`config.mk`:
```
export PLATFORM = sky130hd
export DESIGN_NAME = serial_add_ctrl
export DESIGN_NICKNAME = d
export VERILOG_FILES = /design/src/rtl/serial_add_ctrl.sv
export SDC_FILE = /design/constraint.sdc
export NUM_CORES = 1
export LEC_CHECK = 0
export ABC_AREA = 1
export CAP_MARGIN = 20
export CORE_MARGIN = 1
export CORE_UTILIZATION = 35
export DETAILED_ROUTE_END_ITERATION = 10
export GPL_ROUTABILITY_DRIVEN = 0
export PLACE_DENSITY = 0.55
export SLEW_MARGIN = 30
export SYNTH_ARGS = -nofsm -noshare
export SYNTH_HDL_FRONTEND = slang
export SYNTH_SLANG_ARGS = --single-unit
```
`constraint.sdc`:
```
create_clock -name i_clk -period 1.47 [get_ports i_clk]
set_input_delay 0.147 -clock i_clk [delete_from_list [all_inputs] [get_ports i_clk]]
set_output_delay 0.147 -clock i_clk [all_outputs]
set_load 0.03 [all_outputs]
```
`src/rtl/serial_add_ctrl.sv`:
```
// Control FSM and Mealy carry datapath for the N-bit serial adder.
// Drives the operand shift registers and assembles the sum LSB-first into o_sum.
module serial_add_ctrl #(
    parameter int N = 8
) (
    input  logic         i_clk,
    input  logic         i_rst,
    input  logic         i_start,
    input  logic         i_a_bit,
    input  logic         i_b_bit,
    output logic         o_ld,
    output logic         o_shift,
    output logic         o_sum_bit,
    output logic [N-1:0] o_sum,
    output logic         o_cout,
    output logic         o_busy,
    output logic         o_done
);

    localparam int CW = $clog2(N) + 1;

    typedef enum logic [1:0] {
        IDLE,
        LOAD,
        ADD,
        DONE
    } state_t;

    state_t        state;
    logic          carry;
    logic [CW-1:0] count;
    logic          sum_bit;
    logic          carry_next;

    assign sum_bit    = i_a_bit ^ i_b_bit ^ carry;
    assign carry_next = (i_a_bit & i_b_bit) | (carry & (i_a_bit ^ i_b_bit));
    assign o_sum_bit  = o_shift & sum_bit;

    // Strobes are registered alongside the state so they track it exactly.
    always_ff @(posedge i_clk) begin
        if (i_rst) begin
            state   <= IDLE;
            carry   <= 1'b0;
            count   <= '0;
            o_sum   <= '0;
            o_cout  <= 1'b0;
            o_ld    <= 1'b0;
            o_shift <= 1'b0;
            o_busy  <= 1'b0;
            o_done  <= 1'b0;
        end else begin
            o_ld    <= 1'b0;
            o_shift <= 1'b0;
            o_busy  <= 1'b0;
            o_done  <= 1'b0;
            case (state)
                IDLE: begin
                    if (i_start) begin
                        state  <= LOAD;
                        o_ld   <= 1'b1;
                        o_busy <= 1'b1;
                    end
                end
                LOAD: begin
                    carry   <= 1'b0;
                    count   <= '0;
                    o_sum   <= '0;
                    o_cout  <= 1'b0;
                    state   <= ADD;
                    o_shift <= 1'b1;
                    o_busy  <= 1'b1;
                end
                ADD: begin
                    carry <= carry_next;
                    o_sum <= {sum_bit, o_sum[N-1:1]};
                    count <= count + CW'(1);
                    if (count == CW'(N - 1)) begin
                        state  <= DONE;
                        o_cout <= carry_next;
                        o_done <= 1'b1;
                    end else begin
                        o_shift <= 1'b1;
                        o_busy  <= 1'b1;
                    end
                end
                DONE: begin
                    state <= IDLE;
                end
                default: begin
                    state <= IDLE;
                end
            endcase
        end
    end

endmodule

```
# --- Word-level counts from Yosys, hierarchy flattened ---
# Cells that the tools add are included.
totals:
  ff_bits: 20
  output_inout_bits: 14
  inputBits: 5
  word_cells: 43
classes:
  n_addsub: 1
  n_mux: 13
  reduce_logical: 6
  n_bitwise: 8
  n_eq_ne: 6
op_table:
  columns: ["cell", "count"]
  rows:
  - ["8-bit case mux with 2 select lines", 1]
  - ["2-bit case mux with 4 select lines", 1]
  - ["4-bit case mux with 2 select lines", 1]
  - ["1-bit case mux with 2 select lines", 3]
  - ["4-bit by 1-bit adder with 4-bit output (second input constant)", 1]
  - ["2-bit == test (second input constant)", 2]
  - ["4-bit by 3-bit == test with 1-bit output (second input constant)", 1]
  - ["1-bit two-way mux", 4]
  - ["2-bit two-way mux", 2]
  - ["2-bit inequality test (second input constant)", 2]
  - ["2-bit AND reduction", 2]
  - ["2-bit OR reduction", 2]
  - ["1-bit bitwise AND", 3]
  - ["1-bit case mux with 3 select lines", 1]
  - ["2-bit by 1-bit == test with 1-bit output (second input constant)", 1]
  - ["2-bit logical NOT", 1]
  - ["1-bit inverter", 2]
  - ["2-bit nonzero test", 1]
  - ["1-bit XOR", 2]
  - ["1-bit bitwise OR", 1]

# --- Depth between registers and ports, before layout ---
# Gate-level depths: netlist (run 1).
depth:
  ltp_word: 5
  ltp_mapped: 8

# --- Worst setup path after synthesis (run 1) ---
# OpenSTA, ideal clock, no wires.
synth_path:
  path_type: "register to register"
  from: "register state[0]"
  to: "register count[2]"
  stages_incl_launch_ff: 9
  synth_period_minus_slack_ns: 1.307
  t_arrival_ns: 1.243
  slack_ns: 0.163
  path_cell_list: "dfxtp_1 inv_1 ha_1 buf_6 nor2_4 inv_2 nand2_4 o21ai_2 nor2_1"
synth_between:
  elab_chain_cells: 2
  elab_cells_between_ends: 4
synth_lines:
  columns: ["item", "line", "text"]
  rows:
  - ["start: declaration", "29", "state_t state;"]
  - ["start signal: assignment", "42", "state <= IDLE;"]
  - ["start signal: assignment", "59", "state <= LOAD;"]
  - ["start signal: assignment", "69", "state <= ADD;"]
  - ["2-bit == test / 2-bit by 1-bit == test with 1-bit output (equally long branches)", "56", "case (state)"]
  - ["4-bit case mux with 2 select lines / 2-bit nonzero test (equally long branches)", null, null]
  - ["end signal: assignment", "76", "count <= count + CW'(1);"]
  - ["end: declaration", "31", "logic [CW-1:0] count;"]
# Parallel ways exist; a longest one is shown, timed or not.
# A chain may end at the register's enable or synchronous reset.

# --- Worst setup path after layout (run 1) ---
layout_path:
  from: "input i_a_bit"
  to: "output o_sum_bit"
layout_between:
  elab_chain_cells: 3
layout_lines:
  columns: ["item", "line", "text"]
  rows:
  - ["start: declaration", "9", "input logic i_a_bit,"]
  - ["1-bit XOR (2 in series)", "35", "assign sum_bit = i_a_bit ^ i_b_bit ^ carry;"]
  - ["1-bit bitwise AND", "37", "assign o_sum_bit = o_shift & sum_bit;"]
  - ["end: declaration", "13", "output logic o_sum_bit,"]
# No other way between the ends.

==> results of run 1 <==
==> repair_timing <==
item	4_1_cts	5_1_grt
resized for setup	12	5
endpoints found under the setup margin	11	11
buffers inserted	0	0
==> worst register-to-register path, cell delays in order, from the launching register on <==
cell	delay (ns)
dfxtp_1	0.35
inv_1	0.10
ha_4	0.31
inv_1	0.11
nor2_4	0.16
nand2_2	0.09
o22ai_1	0.13
==> area by class of cell <==
type                       count  area [µm²]  area share [%]
sequential                    20         402            32.8
tap                           30        37.5            3.06
inverter                      15        56.3            4.59
clock buffer                   4        36.3            2.96
multi-input combinational     72         443            36.1
timing repair buffer          28         251            20.5
==> through the flow <==
step / instances / hold slack, ns / util, % / cell area, µm² / setup TNS (ns)
4_1_cts: 169 / 0.402 / 49.0 / 1200 / -0.0615
3_5_place_dp: 165 / 0.457 / 47.9 / 1170 / -0.0733
2_1_floorplan: 109 / 0.216 / - / 907 / 0
5_1_grt: 169 / 0.441 / 49.9 / 1230 / -0.122
3_3_place_gp: 165 / 0.445 / 47.9 / 1170 / -0.0486
6_report: 169 / 0.414 / 49.9 / 1230 / -0.0506
==> cell families (layout without fill, tap and decap cells) <==
logic type,count (synthesis),count (layout),share of synthesized area [%]
DFF,20,20,44.1
adders and majority gates,7,7,10.5
AOI/OAI and AO/OA,16,16,10.2
buffers and inverters,17,47,8.69
and+or+nand+nor,48,48,25.5
xor gates and xnor gates,1,1,0.966
==> placed cells by master (no fill, tap or decap), types with 4 or more instances in the layout <==
cell and instances:
a21oi_1 6, inv_1 13, clkdlybuf4s50_1 4, dlygate4sd2_1 10, dfxtp_1 19, buf_4 10
ha_1 4, nor2_1 9, o21ai_0 4, nand2_1 23, nand3_1 7
==> Yosys cell counts <==
library cell	instances	area, µm²
xnor2_1	1	8.76
o21ai_1	1	5.00
nand4_1	1	6.26
o21ai_0	4	20.0
a21oi_1	6	30.0
or2_2	1	6.26
buf_6	2	22.5
o22ai_1	2	12.5
nand2_2	2	12.5
inv_1	13	48.8
ha_1	6	75.1
nand3_1	7	35.0
dfxtp_1	20	400
o21ai_2	2	17.5
nand2_1	23	86.3
or2_0	1	6.26
nor2_1	9	33.8
o31ai_1	1	7.51
nor2_4	2	22.5
fa_1	1	20.0
inv_2	2	7.51
nand2_4	2	22.5
==> worst max-delay path by stage <==
stage,from,endpoint,slack [ns],depth (start not counted)
6_report,i_a_bit,o_sum_bit,-0.05,5
5_1_grt,carry,o_sum_bit,-0.12,4
4_1_cts,carry,o_sum_bit,-0.06,4
3_5_place_dp,i_a_bit,o_sum_bit,-0.06,5
3_3_place_gp,i_a_bit,o_sum_bit,-0.05,5
2_1_floorplan,state[0],count[2],0.16,8
==> layer usage <==
layer	part of all wire, %	wire length, µm	global-route usage (%)	vias to the layer above
li1	-	-	-	407
met1	46	782	15.6	332
met2	48	822	25.3	14
met3	2.9	49	2.59	5
met4	2.6	44	9.21	0
met5	0	0	0	-
==> flip-flops by register name (all words and copies together), names as in the netlist <==
| signal | cells |
|---|---|
| o_done | 1 |
| o_ld | 1 |
| o_shift | 1 |
| count | 4 |
| state | 2 |
| o_cout | 1 |
| o_busy | 1 |
| carry | 1 |
| o_sum | 8 |
==> power groups by stage <==
| stage | Clock, mW | Combinational [mW] | Sequential, mW |
|---|---|---|---|
| final | 0.317 | 0.967 | 0.638 |
| after global routing | 0.358 | 1.07 | 0.648 |
| after CTS | 0.337 | 0.931 | 0.640 |
| after detailed placement | 0 | 0.933 | 0.652 |
| after global placement | 0 | 0.920 | 0.651 |
| after floorplan | 0 | 0.567 | 0.715 |
==> qor.csv, run 1 <==
metric,value,unit
Cell Pwr Density,1570,mW/mm²
Hold Startpoint,i_start,
combinational share of power,50.3,%
YS warnings,0,
hold path cells,3,
routed vias,758,
Crit Path Max Fanout,2,
Slew headroom,79.2,%
share of cells above drive strength 1,20.9,%
Cell variety after synth,22,
Post-Synthesis Cell Area,907,µm²
peak supply drop,0.000902,V
PnR worst setup slack,-0.0506,ns
CTS tree,built,
die area,0.00280,mm²
Core Area,0.00245,mm²
CP required,1.32,ns
Post-DP HPWL,1350,µm
Area growth syn-to-layout,35.2,%
Mapped Nets,121,
H-tree depth,1,
Worst setup EP type,output pin,
Starting Density,37.0,%
R2R Setup Slk,0.16,ns
RSZ-0062 raised after global routing,true,
WL final,1700,µm
ANT cells,0,
DR pass1 iterations,4,
internal power,1.19,mW
Post-CTS Hold Buffers,0,
Worst path slowest cell,fa_1,
Top-Level Pins,19,
num rows,18,
pre-CTS setup slack,-0.0638,ns
"Net count, final",152,
Mapped Cells,109,
Final Slew Violations,0,
Reg2Reg Depth,6,
total grt overflow,0,
Seq pwr share,33.2,%
reg2reg end,o_sum[1],
Chip Width,52.9,µm
failing checks,negative setup slack,
# port buffers,18,
"Min Clock Period, post-route",1.52,ns
delay of the slowest cell on the worst path,0.56,ns
max_cap viols,0,
Root Driver,clkbuf_4,
Tot Pwr,1.92,mW
CTS Sinks,20,
clk buf depth,2,
final setup vio count,1,
Slew @ Worst Pin,0.312,ns
hold crit path type,primary input to register,
arrival time worst endpoint,1.37,ns
sw frac,38.3,%
clock skew,0.00235,ns
status,finished with violations,
fill cell count,257,
synthesized flop and latch total,20,
Final ANT Viol Nets,0,
# DRC,0,
Tot GR Track Use,14.4,%
global-route wire length before repair,2820,µm
WHS Endpoint,o_ld,
CP Cell Sequence,"clkdlybuf4s50_1, fa_1, nand2_1, inv_1, buf_6",
clock latency on the worst-skew pair,0.30,ns
switching pwr,0.736,mW
drt wl/cell,10.0,µm
number of DRC markers in iteration 0,9,
"Buf+Inv Stages, Crit Path",3,
die height,52.9,µm
Pleak,0.605,nW
synthesized area per cell,8.32,µm²
drt via density,4.49,
pin count of the biggest net entering global routing,12,
Clk pwr share,16.5,%
hold violation count in the final report,0,
"Largest delay share family, worst path",buffers and inverters,
number of CTS-inserted buffers,3,
initial antenna violation count,0,
register area share after synthesis,44.1,%
fmax,0.658,GHz
Critical R2R Launch,state[0],
kind of critical path,primary input to output pin,
"Period Utilization, post-route",103,%
CP Launch Type,primary input,
Worst-path clk slew,0.11,ns
vias in the first global route,727,
Power figures use the tool's default switching activity.
==> run 2: changes to the inputs <==
- CORE_MARGIN: 1 -> 2
- PLACE_DENSITY: 0.55 -> 0.58
- clock period: 1.47 -> 1.2 ns (I/O delays scaled with it)
==> run 2 against run 1 <==
Net effect: the flow still finishes with violations (negative setup slack); global-route usage up 0.82 points; clock skew up 0.00052 ns; utilization up 6.2 points; sequential share of layout area down 3.5 points; non-clock buffer count up 10; sequential power up 26%; clock-buffer cell count down 1; cell area up 13%; critical endpoint unchanged.
==> qor.csv, run 2 (synthesis results as in run 1) <==
metric,value,unit,change
drt wl/cell,11.1,µm,was 10.0 µm
global-route wire length before repair,3240,µm,was 2820 µm
DR WL met2,988,µm,was 822 µm
most frequent cells in the layout,"17 x nand2_1, 15 x dfxtp_1, 14 x buf_4, 9 x inv_1",,"was 23 x nand2_1, 19 x dfxtp_1, 13 x inv_1, 10 x dlygate4sd2_1, 10 x buf_4"
Worst setup EP type,output pin,,unchanged
number of CTS-inserted buffers,3,,unchanged
die height,54.9,µm,was 52.9 µm
number of DRC markers in iteration 0,7,,was 9
arrival time worst endpoint,1.37,ns,about the same
max reg flops,8,,unchanged
"most common cell after layout, fill and taps aside",nand2_1,,unchanged
# port buffers,18,,unchanged
CTS tree,built,,unchanged
Root Driver,clkbuf_4,,unchanged
clock skew,0.00287,ns,was 0.00235 ns
clk buf depth,2,,unchanged
Final Slew Violations,0,,unchanged
total grt overflow,0,,unchanged
PnR worst setup slack,-0.293,ns,was -0.0506 ns
"Net count, final",162,,was 152
vias in the first global route,784,,was 727
Tot Pwr,2.89,mW,was 1.92 mW
Top Registers,"o_sum: 8 flops, count: 4 flops, state: 2 flops",,unchanged
ANT cells,0,,unchanged
die area,0.00302,mm²,was 0.00280 mm²
# DRC,0,,unchanged
CP Launch Type,register,,was primary input
Crit Path Max Fanout,2,,unchanged
pin count of the biggest net entering global routing,11,,was 12
hold violation count in the final report,0,,unchanged
drt via density,4.52,,was 4.49
Slew @ Worst Pin,0.314,ns,was 0.312 ns
hold crit path type,primary input to register,,unchanged
Pleak,0.597,nW,was 0.605 nW
final setup vio count,9,,was 1
WL final,1970,µm,was 1700 µm
met3 routed WL,64,µm,was 49 µm
Cell Pwr Density,2080,mW/mm²,was 1570 mW/mm²
num rows,18,,unchanged
Final ANT Viol Nets,0,,unchanged
RSZ-0062 raised after global routing,true,,unchanged
routed vias,804,,was 758
Slew headroom,79.2,%,about the same
Tot GR Track Use,15.2,%,was 14.4%
metal1 wirelength,900,µm,was 782 µm
Reg with most FFs,o_sum,,unchanged
failing checks,negative setup slack,,unchanged
kind of critical path,register to output pin,,was primary input to output pin
DR pass1 iterations,4,,unchanged
fmax,0.670,GHz,
status,finished with violations,,unchanged
post-route cell area,0.00139,mm²,was 0.00123 mm²
CP required,1.08,ns,was 1.32 ns
initial antenna violation count,0,,unchanged
Top-Level Pins,19,,unchanged
CTS Sinks,20,,unchanged
post-layout util,56.1,%,was 49.9%
hold_ws,0.411,ns,was 0.414 ns
H-tree depth,1,,unchanged
Worst-path clk slew,0.11,ns,about the same
Chip Width,54.9,µm,was 52.9 µm
Starting Density,36.6,%,was 37.0%
clock latency on the worst-skew pair,0.29,ns,was 0.30 ns
Post-DP HPWL,1490,µm,was 1350 µm
placement-stage cell area,0.00121,mm²,was 0.00117 mm²
peak supply drop,0.00142,V,was 0.000902 V
Area growth syn-to-layout,53.2,%,was 35.2%
max_cap viols,0,,unchanged
"Period Utilization, post-route",124,%,
"Min Clock Period, post-route",1.49,ns,
Max Used Layer,met4,,unchanged
Core Area,0.00248,mm²,was 0.00245 mm²
share of cells above drive strength 1,41.9,%,was 20.9%
==> run 2: cell count changes in the layout (fill, tap and decap cells not counted), moves of 5 or more <==
cell             delta
buf_6               +5
clkdlybuf4s15_1     +5
nand2_2             +6
nand2_1             -6
dlygate4sd2_1       -5
==> run 2: per-layer routing <==
| layer | track usage [%] | up-vias |
|---|---|---|
| li1 | - | 425 |
| met1 | 17.8 | 365 |
| met2 | 26.2 | 12 |
| met3 | 3.23 | 2 |
| met4 | 7.32 | 0 |
| met5 | 0 | - |
==> run 2: area by class of cell <==
type,count,area (µm²)
fillers,233,1090
multi-input cells,72,515
flip-flops and latches,20,407
repair buffers,38,342
inverters,15,66.3
well taps,30,37.5
clock buffers,3,22.5
==> run 2: report_power, final <==
| group | leakage, nW | switching [mW] | total, mW | internal [mW] |
|---|---|---|---|---|
| sequential | 0.164 | 0.0499 | 0.804 | 0.754 |
| combinational | 0.418 | 0.897 | 1.77 | 0.877 |
| clock | 0.0138 | 0.193 | 0.310 | 0.117 |
| total | 0.597 | 1.14 | 2.89 | 1.75 |
==> run 2: stage by stage <==
step | TNS, ns | instances | worst slack [ns]
4_1_cts | -0.395 | 174 | -0.308
5_1_grt | -1.15 | 178 | -0.359
3_3_place_gp | -1.74 | 170 | -0.265
6_report | -0.414 | 178 | -0.293
3_5_place_dp | -1.68 | 170 | -0.294
2_1_floorplan | -0.151 | 109 | -0.0403
==> run 2: final timing paths <==
kind,start,cells past startpoint,to,slack [ns]
worst min register to register,carry,2,carry,0.46
worst min-delay path,i_start,3,o_ld,0.41
worst max-delay path,carry,4,o_sum_bit,-0.29
worst max register to register,state[0],6,o_sum[2],-0.03
==> run 2: worst max-delay path, cell delays in order, from the launching register on <==
cell     delay (ns)
dfxtp_2        0.34
fa_1           0.50
nand2_1        0.05
inv_1          0.06
buf_6          0.13
==> run 2: timing repair <==
| action | 4_1_cts | 5_1_grt |
|---|---|---|
| gates resized for setup | 26 | 36 |
| pin swaps | 2 | 9 |
| hold buffers | 0 | 0 |
| buffers inserted | 1 | 4 |
| setup endpoints to repair | 32 | 25 |
